===== src/rtl/ps2_key_decoder.sv =====
// PS/2 keyboard front end: synchronizes and filters the raw lines, receives
// 11-bit frames, and decodes make/break/extended scan codes into a held game key.
module ps2_key_decoder #(
  parameter int FILTER_LEN = 8,
  parameter int TIMEOUT    = 100000
) (
  input  logic       clk,
  input  logic       rst_n,
  input  logic       PS2_clk,
  input  logic       PS2_data,
  output logic [2:0] key,
  output logic       key_valid,
  output logic       frame_err
);

  localparam int FW = $clog2(FILTER_LEN + 1);
  localparam int TW = $clog2(TIMEOUT + 1);

  localparam logic [7:0] PREFIX_EXT = 8'hE0;
  localparam logic [7:0] PREFIX_BRK = 8'hF0;

  typedef enum logic [1:0] {IDLE, EXT, BRK, EXT_BRK} scan_state_t;

  // Both lines idle high, so the synchronizers reset to 1 to avoid a false edge.
  logic clk_meta, clk_sync, data_meta, data_sync;

  // NOTE: sequential state uses non-blocking assignments so every register
  // samples the pre-edge value of its neighbours, matching real flip-flops.
  always_ff @(posedge clk or negedge rst_n) begin
    if (!rst_n) begin
      clk_meta  <= 1'b1;
      clk_sync  <= 1'b1;
      data_meta <= 1'b1;
      data_sync <= 1'b1;
    end else begin
      clk_meta  <= PS2_clk;
      clk_sync  <= clk_meta;
      data_meta <= PS2_data;
      data_sync <= data_meta;
    end
  end

  logic          filt_clk;
  logic [FW-1:0] filt_cnt;
  logic          filt_flip;
  logic          fall_edge;

  assign filt_flip = (clk_sync != filt_clk) && (filt_cnt == FW'(FILTER_LEN - 1));
  assign fall_edge = filt_flip && filt_clk;

  always_ff @(posedge clk or negedge rst_n) begin
    if (!rst_n) begin
      filt_clk <= 1'b1;
      filt_cnt <= '0;
    end else if (clk_sync == filt_clk) begin
      filt_cnt <= '0;
    end else if (filt_flip) begin
      filt_clk <= clk_sync;
      filt_cnt <= '0;
    end else begin
      filt_cnt <= filt_cnt + FW'(1);
    end
  end

  // Frame receiver: bit_cnt 0 waits for the start bit, 1..8 data, 9 parity, 10 stop.
  logic [3:0]    bit_cnt;
  logic [7:0]    shreg;
  logic          par_bit;
  logic [TW-1:0] to_cnt;
  logic [7:0]    rx_byte;
  logic          rx_valid;

  always_ff @(posedge clk or negedge rst_n) begin
    if (!rst_n) begin
      bit_cnt   <= '0;
      shreg     <= '0;
      par_bit   <= 1'b0;
      to_cnt    <= '0;
      rx_byte   <= '0;
      rx_valid  <= 1'b0;
      frame_err <= 1'b0;
    end else begin
      rx_valid  <= 1'b0;
      frame_err <= 1'b0;
      if (fall_edge) begin
        to_cnt <= '0;
        case (bit_cnt)
          4'd0: if (!data_sync) bit_cnt <= 4'd1;
          4'd9: begin
            par_bit <= data_sync;
            bit_cnt <= 4'd10;
          end
          4'd10: begin
            bit_cnt <= '0;
            if (data_sync && (^{par_bit, shreg})) begin
              rx_byte  <= shreg;
              rx_valid <= 1'b1;
            end else begin
              frame_err <= 1'b1;
            end
          end
          default: begin
            shreg   <= {data_sync, shreg[7:1]};
            bit_cnt <= bit_cnt + 4'd1;
          end
        endcase
      end else if (bit_cnt != 4'd0) begin
        if (to_cnt == TW'(TIMEOUT - 1)) begin
          bit_cnt   <= '0;
          to_cnt    <= '0;
          frame_err <= 1'b1;
        end else begin
          to_cnt <= to_cnt + TW'(1);
        end
      end else begin
        to_cnt <= '0;
      end
    end
  end

  function automatic logic [2:0] map_code(input logic ext, input logic [7:0] b);
    if (ext) begin
      case (b)
        8'h75:   return 3'd3;
        8'h6B:   return 3'd5;
        8'h74:   return 3'd6;
        8'h72:   return 3'd7;
        default: return 3'd0;
      endcase
    end else begin
      case (b)
        8'h76:   return 3'd1;
        8'h29:   return 3'd2;
        8'h22:   return 3'd3;
        8'h1A:   return 3'd4;
        default: return 3'd0;
      endcase
    end
  endfunction

  scan_state_t state, state_nxt;
  logic [2:0]  key_nxt;
  logic        key_valid_nxt;
  logic [2:0]  code;
  logic        is_break;

  always_ff @(posedge clk or negedge rst_n) begin
    if (!rst_n) begin
      state     <= IDLE;
      key       <= '0;
      key_valid <= 1'b0;
    end else begin
      state     <= state_nxt;
      key       <= key_nxt;
      key_valid <= key_valid_nxt;
    end
  end

  // NOTE: every output of this block gets a default first, so no path can
  // leave a signal unassigned and infer a latch.
  always_comb begin
    state_nxt     = state;
    key_nxt       = key;
    key_valid_nxt = 1'b0;
    code          = map_code((state == EXT) || (state == EXT_BRK), rx_byte);
    is_break      = (state == BRK) || (state == EXT_BRK);
    if (rx_valid) begin
      if (rx_byte == PREFIX_EXT) begin
        if (state == IDLE) state_nxt = EXT;
      end else if (rx_byte == PREFIX_BRK) begin
        if (state == IDLE)     state_nxt = BRK;
        else if (state == EXT) state_nxt = EXT_BRK;
      end else begin
        state_nxt = IDLE;
        if (code != 3'd0) begin
          if (is_break) begin
            // Releasing a key that was already superseded must not clear the newer one.
            if (code == key) key_nxt = 3'd0;
          end else if (code != key) begin
            key_nxt       = code;
            key_valid_nxt = 1'b1;
          end
        end
      end
    end
  end

endmodule

===== config.mk =====
export PLATFORM = sky130hd
export DESIGN_NAME = ps2_key_decoder
export DESIGN_NICKNAME = d
export VERILOG_FILES = /design/src/rtl/ps2_key_decoder.sv
export SDC_FILE = /design/constraint.sdc
export NUM_CORES = 1
export LEC_CHECK = 0
export CORE_UTILIZATION = 50
export DETAILED_ROUTE_END_ITERATION = 6
export PLACE_DENSITY = 0.67
export SKIP_LAST_GASP = 1
export SYNTH_ARGS = -nofsm -noshare
export SYNTH_HDL_FRONTEND = slang
export SYNTH_SLANG_ARGS = --single-unit

===== constraint.sdc =====
create_clock -name clk -period 5 [get_ports clk]
set_input_delay 0.5 -clock clk [delete_from_list [all_inputs] [get_ports clk]]
set_output_delay 0.5 -clock clk [all_outputs]
set_load 0.01 [all_outputs]

==> out/results.ini, run 1 <==
[layout]
regArea_um2 = 1380
area.growth.synth_to_final_pct = 10.2
fillerInstances = 446
antenna_cells = 0
multi_input_area_um2 = 1340
layout-drive-gt1-share_pct = 14.1
fin_area_um2 = 3070
fin_nets = 280

[die]
dieArea_um2 = 5870
initial_core_util_pct = 53.2
die_y_um = 76.6
die_width_um = 76.6
coreArea_um2 = 5240
num_rows = 26
io_pins = 9

[synth]
async_flop_share_pct = 100
netlist_area_um2 = 2790
ys_seq_area_share_pct = 49.6
syn_area_per_cell_um2 = 10.8
synth.distinct_cells = 49
synth_ff_type = dfrtp_1
synth_seq_cells = 55
syn-num-nets = 269
ys_warn_count = 0
synth_edf_count = 0
synth_cells = 258

[min_path]
hp-class = input pin to asynchronous set/reset pin

[sta]
tns_ns = 0
rsz0062_at_grt = no
hold_violations = 0
fin_crit_sh_pct = 60.3
setup_violations = 0
fmax_mhz = 332
drv_slew = 0
slew_headroom_pct = 27.3
period_minus_slack_ns = 3.01
skew_ns = 0.0108
tightest_slew_ns = 1.08

[setup_path]
worstPathRequired_ns = 5.20
cp_slowest_cell = or4b_4
criticalPathCategory = register to register
path_max_fanout = 7
path_cells = or4b_4, or4_4, a21o_1, a21oi_1, o221ai_1, ha_1, nand2b_1, a31oi_4, o32ai_1
crit_buf_inv = 0
start_kind = register
critical-path-top-delay-family = simple AND/OR/NAND/NOR gates
cp_slowest_stage_delay_ns = 0.58
end_kind = register
reg2reg_from = rx_byte[2]
critPathLaunch = rx_byte[2]
arrival_ns = 3.21

[route]
drc_errors = 0
ant_nets = 0
num_vias = 1889
first_iter_violations = 88
drtPass1Iterations = 4
postRouteWirelength_um = 4690
wl_per_cell_um = 13.8
vias_per_cell = 5.56

[clock_tree]
cts_max_path_buffers = 2
cts.sinks = 55
clk_pin_slew_ns = 0.10
htree_levels = 2
cts_tree = done
clock_latency_ns = 0.31
cts-buffers-inserted = 5
post_cts_buffers = 0
holdBufCountCts = 0
cts_root_buffer = clkbuf_8
cts_resized = 0

[pwr]
p_leak_nw = 1.31
power_density_nw_per_um2 = 279
vdd_drop_max_mv = 0.163

[global_routing]
grt_overflow_total = 0
grt_usage_pct = 17.9
grt_pass1_vias = 1822
grt_max_degree = 56
antenna_found_initial = 0
grt_pass1_wl_um = 8290

[placed_design]
io_buffers = 8
post-dp-hpwl_um = 3190
gp_congestion = 0.835
placed_area_um2 = 2940

[job]
drv_cap = 0

[outcome]
status = completed

[state kept, by name (all words and copies together), names as in the netlist]
signal and count:
key_valid 1, filt_clk 1, state 2, frame_err 1, bit_cnt 4, par_bit 1
filt_cnt 4, data_sync 1, rx_valid 1, key 3, to_cnt 17, shreg 8
clk_sync 1, rx_byte 8, clk_meta 1, data_meta 1
[worst paths after layout]
kind                            depth (start not counted)  slack [ns]          to
worst max-delay path                                    9        1.99      key[2]
max in group asynchronous                               2        4.24  bit_cnt[3]
worst min register to register                          0        0.35    clk_sync
worst max register to register                          9        1.99      key[2]
min in group clk                                        0        0.35    clk_sync
worst min-delay path                                    2        0.30   to_cnt[0]
[cell families (layout without fill, tap and decap cells)]
family / count (synthesis) / in the layout / share of synthesized area [%]
flops: 55 / 55 / 49.6
buf+inv: 16 / 28 / 2.20
mux: 18 / 18 / 7.28
compound gates: 36 / 36 / 9.57
xor+xnor: 26 / 26 / 8.67
fa+ha+maj: 7 / 7 / 3.14
simple gates: 100 / 100 / 19.5
[cells in the mapped netlist (all sizes together), types with 2 or more instances]
cell type	number	area share, %
o22ai	4	0.90
clkbuf	3	0.40
nor2	30	4.0
xnor2	14	4.4
nand4	6	1.3
dfstp	5	4.7
and2	2	0.45
xor2	11	3.5
nand3b	2	0.54
and3b	2	0.63
dfrtp	50	45
a22o	3	0.94
o21ai	7	1.3
mux2	18	7.3
a21o	2	0.54
nand2b	4	0.90
and4	3	0.94
o32ai	2	0.90
and3	5	1.1
nor3	9	1.6
a211oi	3	0.81
nand3	9	1.6
buf	2	0.31
nand2	12	1.6
inv	11	1.5
a21oi	7	1.3
nor4b	2	0.63
ha	7	3.1
nor4	4	0.90
nor2b	3	0.67
[power by group]
part           internal, mW  switching, mW
Sequential            0.463         0.0110
Combinational        0.0180         0.0221
Clock                 0.200          0.141
[cell usage in the layout (no fill, tap or decap), types with 5 or more instances in the layout]
cell type	netlist	layout
dfrtp_1	50	50
nor2_1	30	30
mux2_2	18	18
xnor2_1	14	14
nand2_1	12	12
inv_1	11	11
xor2_1	11	11
nor3_1	9	9
nand3_1	9	9
a21oi_1	7	7
ha_1	7	7
clkdlybuf4s50_1	0	7
o21ai_0	6	6
nand4_1	6	6
and3_1	5	5
dfstp_2	5	5
clkbuf_8	0	5
[layout make-up]
class,count,share of cell area (%)
repair buffers,9,2.69
well taps,70,2.85
inverters,11,1.35
clock buffers,6,2.37
flip-flops and latches,55,45.1
clock inverters,2,1.96
multi-input cells,187,43.7
[through the flow]
stage	utilization (%)	worst slack (ns)	power (mW)	instances	hold WS, ns
3_3_place_gp	56.0	2.04	0.523	332	0.346
6_report	58.6	1.99	0.855	340	0.303
2_1_floorplan	-	2.16	0.506	258	0.204
3_5_place_dp	56.0	1.99	0.524	332	0.349
4_1_cts	58.6	1.98	0.869	340	0.326
5_1_grt	58.6	1.80	0.891	340	0.361
[per-layer routing]
metal | global-route usage, % | vias up | part of all wire (%) | wire length (µm)
met4 | 8.65 | 0 | 1.9 | 89
met2 | 28.6 | 24 | 48 | 2230
met3 | 2.87 | 7 | 2.1 | 97
met5 | 0 | - | 0 | 0
met1 | 23.8 | 915 | 48 | 2270
li1 | - | 943 | - | -
(Power assumes the default switching activity.)
==> inputs of run 2 (changes only) <==
--- a/config.mk
+++ b/config.mk
@@ -7,7 +7,7 @@
 export LEC_CHECK = 0
 export CORE_UTILIZATION = 50
 export DETAILED_ROUTE_END_ITERATION = 6
-export PLACE_DENSITY = 0.67
+export PLACE_DENSITY = 0.7
 export SKIP_LAST_GASP = 1
 export SYNTH_ARGS = -nofsm -noshare
 export SYNTH_HDL_FRONTEND = slang
==> constraint.sdc (replaced) <==
create_clock -name clk -period 2.62 [get_ports clk]
set_input_delay 0.262 -clock clk [delete_from_list [all_inputs] [get_ports clk]]
set_output_delay 0.262 -clock clk [all_outputs]
set_load 0.01 [all_outputs]
==> out/results.ini, run 2 (same netlist as run 1, synthesis figures left out) <==
[outcome]
violations = setup timing
status = finished with violations  ; was completed

[global_routing]
grt_pass1_wl_um = 8380  ; was 8290 µm
grt_usage_pct = 17.9  ; about the same
grt_pass1_vias = 1869  ; was 1822
grt_overflow_total = 0  ; unchanged
antenna_found_initial = 0  ; unchanged
grt_max_degree = 29  ; was 56

[clock_tree]
clk_pin_slew_ns = 0.10  ; about the same
cts-buffers-inserted = 5  ; unchanged
cts_root_buffer = clkbuf_8  ; unchanged
cts_max_path_buffers = 2  ; unchanged
htree_levels = 2  ; unchanged
cts_tree = done  ; unchanged
cts.sinks = 55  ; unchanged
clock_latency_ns = 0.30  ; was 0.31 ns

[sta]
skew_ns = 0.0109  ; was 0.0108 ns
period_minus_slack_ns = 2.66  ; was 3.01 ns
fmax_mhz = 376  ; was 332 MHz
drv_slew = 0  ; unchanged
finalWorstSetupSlack_ns = -0.0401  ; was 1.99 ns
tns_ns = -0.0858  ; was 0 ns
tightest_slew_ns = 0.597  ; was 1.08 ns
slew_headroom_pct = 59.8  ; was 27.3%
fin_crit_sh_pct = 102  ; was 60.3%
setup_violations = 3  ; was 0
rsz0062_at_grt = yes  ; was no
hold_violations = 0  ; unchanged

[layout]
largest_register_ffs = 17  ; unchanged
final_common_cell = dfrtp_1  ; unchanged
top_regs = to_cnt: 17 flops, rx_byte: 8 flops, shreg: 8 flops  ; unchanged
regMostFlops = to_cnt  ; unchanged
fin_nets = 292  ; was 280
fin_util_pct = 60.5  ; was 58.6%
final_cell_mix = 50 x dfrtp_1, 30 x nor2_1, 18 x mux2_2, 14 x xnor2_1  ; was 50 x dfrtp_1, 30 x nor2_1, 18 x mux2_2, 14 x xnor2_1, 12 x nand2_1
area.growth.synth_to_final_pct = 13.8  ; was 10.2%
fillerInstances = 431  ; was 446
antenna_cells = 0  ; unchanged
layout-drive-gt1-share_pct = 19.1  ; was 14.1%

[route]
wl_per_cell_um = 13.0  ; was 13.8 µm
vias_per_cell = 5.43  ; was 5.56
drtPass1Iterations = 4  ; unchanged
num_vias = 1910  ; was 1889
ant_nets = 0  ; unchanged
first_iter_violations = 84  ; was 88
drc_errors = 0  ; unchanged
postRouteWirelength_um = 4560  ; was 4690 µm

[pwr]
power.total_mw = 1.57  ; was 0.855 mW
comb_power_share_pct = 5.0  ; was 4.7%
switching_power_mw = 0.334  ; was 0.174 mW
p_leak_nw = 1.37  ; was 1.31 nW
sw_frac_of_total_pct = 21.3  ; was 20.4%
p_int_mw = 1.24  ; was 0.681 mW
vdd_drop_max_mv = 0.355  ; was 0.163 mV
seqPwrFrac_pct = 57.7  ; was 55.4%
power.share.clock_pct = 37.2  ; was 39.9%
power_density_nw_per_um2 = 495  ; was 279 nW/µm²

[die]
num_rows = 26  ; unchanged
coreArea_um2 = 5240  ; unchanged
dieArea_um2 = 5870  ; unchanged
initial_core_util_pct = 53.2  ; unchanged
die_y_um = 76.6  ; unchanged
die_width_um = 76.6  ; unchanged
io_pins = 9  ; unchanged

[job]
drv_cap = 0  ; unchanged

[setup_path]
path_max_fanout = 4  ; was 7
end_kind = register  ; unchanged
worstPathRequired_ns = 2.81  ; was 5.20 ns
criticalPathCategory = register to register  ; unchanged
arrival_ns = 2.85  ; was 3.21 ns
start_kind = register  ; unchanged

[min_path]
hp-class = input pin to register  ; was input pin to asynchronous set/reset pin

[placed_design]
post-place-ws_ns = -0.0185  ; was 1.99 ns
io_buffers = 8  ; unchanged
gp_congestion = 0.847  ; was 0.835
post-dp-hpwl_um = 3340  ; was 3190 µm

run 2: area by class of cell:
class	instances	area [µm²]	share of cell area [%]
Sequential cell	55	1380	43.6
Multi-Input combinational cell	187	1360	43.0
Timing Repair Buffer	21	175	5.53
Tap cell	70	87.6	2.76
Clock buffer	6	82.6	2.61
Inverter	11	41.3	1.30
Clock inverter	2	38.8	1.22
run 2: worst paths after layout:
kind	startpoint	end	slack, ns	cells after the start
setup / recovery	rx_byte[7]	key[2]	-0.04	9
hold / removal	PS2_data	data_meta	0.35	1
setup reg to reg	rx_byte[7]	key[2]	-0.04	9
hold reg to reg	clk_meta	clk_sync	0.36	0
max in group asynchronous	rst_n	clk_meta	1.45	3
min in group asynchronous	rst_n	key[2]	0.48	2
run 2: power groups by stage:
stage | sequential (mW) | clock, mW | combinational, mW
final | 0.906 | 0.584 | 0.0790
after global placement | 0.921 | 0 | 0.0783
after CTS | 0.905 | 0.606 | 0.0833
after detailed placement | 0.922 | 0 | 0.0813
after global routing | 0.910 | 0.636 | 0.0945
after floorplan | 0.917 | 0 | 0.0486
run 2: critical path, cell delays in order, from the launching register on:
cell and delay (ns):
dfrtp_1 0.39, or4b_4 0.55, or4_4 0.44, a21o_1 0.19
a21oi_2 0.11, o221ai_1 0.11, ha_1 0.29, nand2b_4 0.17
a31oi_4 0.18, o32ai_1 0.10
run 2: what timing repair did:
action | CTS | global route
setup buffers | 1 | 1
endpoints found under the setup margin | 3 | 3
hold buffers | 1 | 0
gates resized for setup | 0 | 2
endpoints found under the hold margin | 26 | 0
run 2: metal layers:
layer	part of all wire [%]	vias to the layer above	GRT usage (%)
li1	-	968	-
met1	50	926	24.8
met2	47	11	28.0
met3	1.6	5	2.51
met4	1.5	0	7.50
met5	0	-	0
run 2: through the flow:
stage	hold WS [ns]	instance area, µm²	std cells
final	0.352	3170	352
after detailed placement	0.303	3020	341
after CTS	0.345	3150	351
after global routing	0.357	3170	352
after global placement	0.299	3020	341
after floorplan	-0.0336	2800	258
==> inputs of run 3 (changes only) <==
--- a/config.mk
+++ b/config.mk
@@ -7,6 +7,7 @@
 export LEC_CHECK = 0
 export CORE_UTILIZATION = 50
 export DETAILED_ROUTE_END_ITERATION = 6
+export GPL_TIMING_DRIVEN = 0
 export PLACE_DENSITY = 0.7
 export SKIP_LAST_GASP = 1
 export SYNTH_ARGS = -nofsm -noshare
==> out/results.ini, run 3 (same netlist as run 1, synthesis figures left out) <==
[outcome]
status = finished with violations  ; unchanged
violations = setup timing  ; unchanged

[clock_tree]
clock_latency_ns = 0.30  ; about the same
cts.sinks = 55  ; unchanged
cts_root_buffer = clkbuf_8  ; unchanged
cts-buffers-inserted = 5  ; unchanged
htree_levels = 2  ; unchanged
cts_tree = done  ; unchanged
cts_max_path_buffers = 2  ; unchanged
clk_pin_slew_ns = 0.10  ; about the same

[setup_path]
cp_slowest_stage_delay_ns = 0.57  ; was 0.55 ns
rr_endpoint = key[1]  ; was key[2]
cp_slowest_cell = or4b_4  ; unchanged
end_kind = register  ; unchanged
reg2reg_from = rx_byte[7]  ; unchanged
worstPathRequired_ns = 2.80  ; was 2.81 ns
worst_r2r_path_depth = 9  ; unchanged
r2r_slack_ns = -0.18  ; was -0.04 ns
criticalPathCategory = register to register  ; unchanged
crit_path_end = key[1]  ; was key[2]
path_cells = or4b_4, or4_4, a21o_1, a21oi_2, o221ai_2, ha_1, nand2b_4, a31oi_4, o32ai_2  ; was or4b_4, or4_4, a21o_1, a21oi_2, o221ai_1, ha_1, nand2b_4, a31oi_4, o32ai_1
start_kind = register  ; unchanged
critical-path-top-delay-family = simple AND/OR/NAND/NOR gates  ; unchanged
arrival_ns = 2.99  ; was 2.85 ns
path_max_fanout = 4  ; unchanged
critPathLaunch = rx_byte[7]  ; unchanged
path_depth = 9  ; unchanged
crit_buf_inv = 0  ; unchanged

[placed_design]
placed_cells = 337  ; was 341
gp_congestion = 0.796  ; was 0.847
io_buffers = 8  ; unchanged
post-place-ws_ns = -0.258  ; was -0.0185 ns
placed_area_um2 = 2980  ; was 3020 µm²
post-dp-hpwl_um = 3430  ; was 3340 µm

[sta]
period_minus_slack_ns = 2.80  ; was 2.66 ns
fmax_mhz = 357  ; was 376 MHz
setup_violations = 3  ; unchanged
slew_headroom_pct = 51.1  ; was 59.8%
drv_slew = 0  ; unchanged
rsz0062_at_grt = yes  ; unchanged
fin_crit_sh_pct = 107  ; was 102%
finalWorstSetupSlack_ns = -0.185  ; was -0.0401 ns
tightest_slew_ns = 0.727  ; was 0.597 ns
skew_ns = 0.0103  ; was 0.0109 ns
hold_violations = 0  ; unchanged
tns_ns = -0.543  ; was -0.0858 ns

[route]
wl_met2_um = 2420  ; was 2120 µm
drc_errors = 0  ; unchanged
num_vias = 1986  ; was 1910
met3_length_um = 100  ; was 72 µm
drtPass1Iterations = 4  ; unchanged
ant_nets = 0  ; unchanged
first_iter_violations = 69  ; was 84
vias_per_cell = 5.63  ; was 5.43
postRouteWirelength_um = 4960  ; was 4560 µm
wl_met1_um = 2370  ; was 2290 µm
highest_layer = met4  ; unchanged
wl_per_cell_um = 14.0  ; was 13.0 µm

[global_routing]
grt_overflow_total = 0  ; unchanged
grt_pass1_wl_um = 8610  ; was 8380 µm
grt_usage_pct = 18.5  ; was 17.9%
antenna_found_initial = 0  ; unchanged
grt_max_degree = 40  ; was 29
grt_pass1_vias = 1929  ; was 1869

[layout]
final_cell_count_no_fill = 353  ; was 352
final_cell_mix = 48 x dfrtp_1, 30 x nor2_1, 18 x mux2_2, 14 x xnor2_1, 12 x nand2_1  ; was 50 x dfrtp_1, 30 x nor2_1, 18 x mux2_2, 14 x xnor2_1
fillerInstances = 457  ; was 431
antenna_cells = 0  ; unchanged
layout-drive-gt1-share_pct = 20.5  ; was 19.1%
fin_nets = 293  ; was 292
fin_area_um2 = 3190  ; was 3170 µm²
area.growth.synth_to_final_pct = 14.6  ; was 13.8%
final_common_cell = dfrtp_1  ; unchanged
top_regs = to_cnt: 17 flops, rx_byte: 8 flops, shreg: 8 flops  ; unchanged
largest_register_ffs = 17  ; unchanged
regMostFlops = to_cnt  ; unchanged

[pwr]
p_leak_nw = 1.37  ; about the same
vdd_drop_max_mv = 0.320  ; was 0.355 mV
power_density_nw_per_um2 = 482  ; was 495 nW/µm²

[die]
initial_core_util_pct = 53.2  ; unchanged
io_pins = 9  ; unchanged
die_width_um = 76.6  ; unchanged
coreArea_um2 = 5240  ; unchanged
die_y_um = 76.6  ; unchanged
dieArea_um2 = 5870  ; unchanged
num_rows = 26  ; unchanged

[min_path]
hp-class = input pin to register  ; unchanged

[job]
drv_cap = 0  ; unchanged

## run 3: cell count changes in the layout (fill, tap and decap cells not counted), moves of 2 or more
cell | before | now
buf_4 | 12 | 7
clkbuf_1 | 0 | 2
dfrtp_2 | 0 | 2
dfrtp_1 | 50 | 48
## run 3: power breakdown
group | total (mW) | switching [mW] | internal [mW] | leakage (nW)
clock | 0.555 | 0.270 | 0.285 | 0.0581
combinational | 0.0802 | 0.0426 | 0.0375 | 0.567
sequential | 0.904 | 0.0205 | 0.884 | 0.745
## run 3: what timing repair did
| item | in CTS | in global routing |
|---|---|---|
| endpoints found under the setup margin | 3 | 13 |
| hold buffers | 1 | 0 |
| hold endpoints to repair | 11 | 0 |
| buffers inserted | 4 | 3 |
| pin swaps | 2 | 4 |
| resized for setup | 7 | 3 |
## run 3: worst min path at each step
stage,start,endpoint,slack [ns],depth (start not counted)
after floorplan,rst_n,bit_cnt[0],-0.03,0
after global placement,data_meta,data_sync,0.35,0
after detailed placement,rst_n,to_cnt[6],0.20,1
after CTS,PS2_data,data_meta,0.34,1
after global routing,PS2_data,data_meta,0.35,1
final,PS2_data,data_meta,0.35,1
## run 3: final cells by class
type,instances,area [µm²],share of cell area [%]
multi-input cells,187,1390,43.4
clock buffers,5,68.8,2.16
flip-flops and latches,55,1390,43.4
inverters,11,41.3,1.29
plain buffers,5,21.3,0.666
well taps,70,87.6,2.74
repair buffers,17,158,4.94
clock inverters,3,43.8,1.37
## run 3: routing by layer
layer / GRT usage [%] / vias to the layer above
met5: 0 / -
met4: 6.73 / 0
met3: 3.35 / 5
met2: 31.2 / 23
met1: 23.9 / 990
li1: - / 968
## run 3: stage by stage
step / util [%] / hold slack, ns / power (mW)
floorplan: - / -0.0336 / 0.966
global placement: 56.6 / 0.346 / 0.997
detailed placement: 56.9 / 0.205 / 1.00
CTS: 60.4 / 0.343 / 1.56
global route: 60.9 / 0.347 / 1.61
finish: 60.9 / 0.352 / 1.54
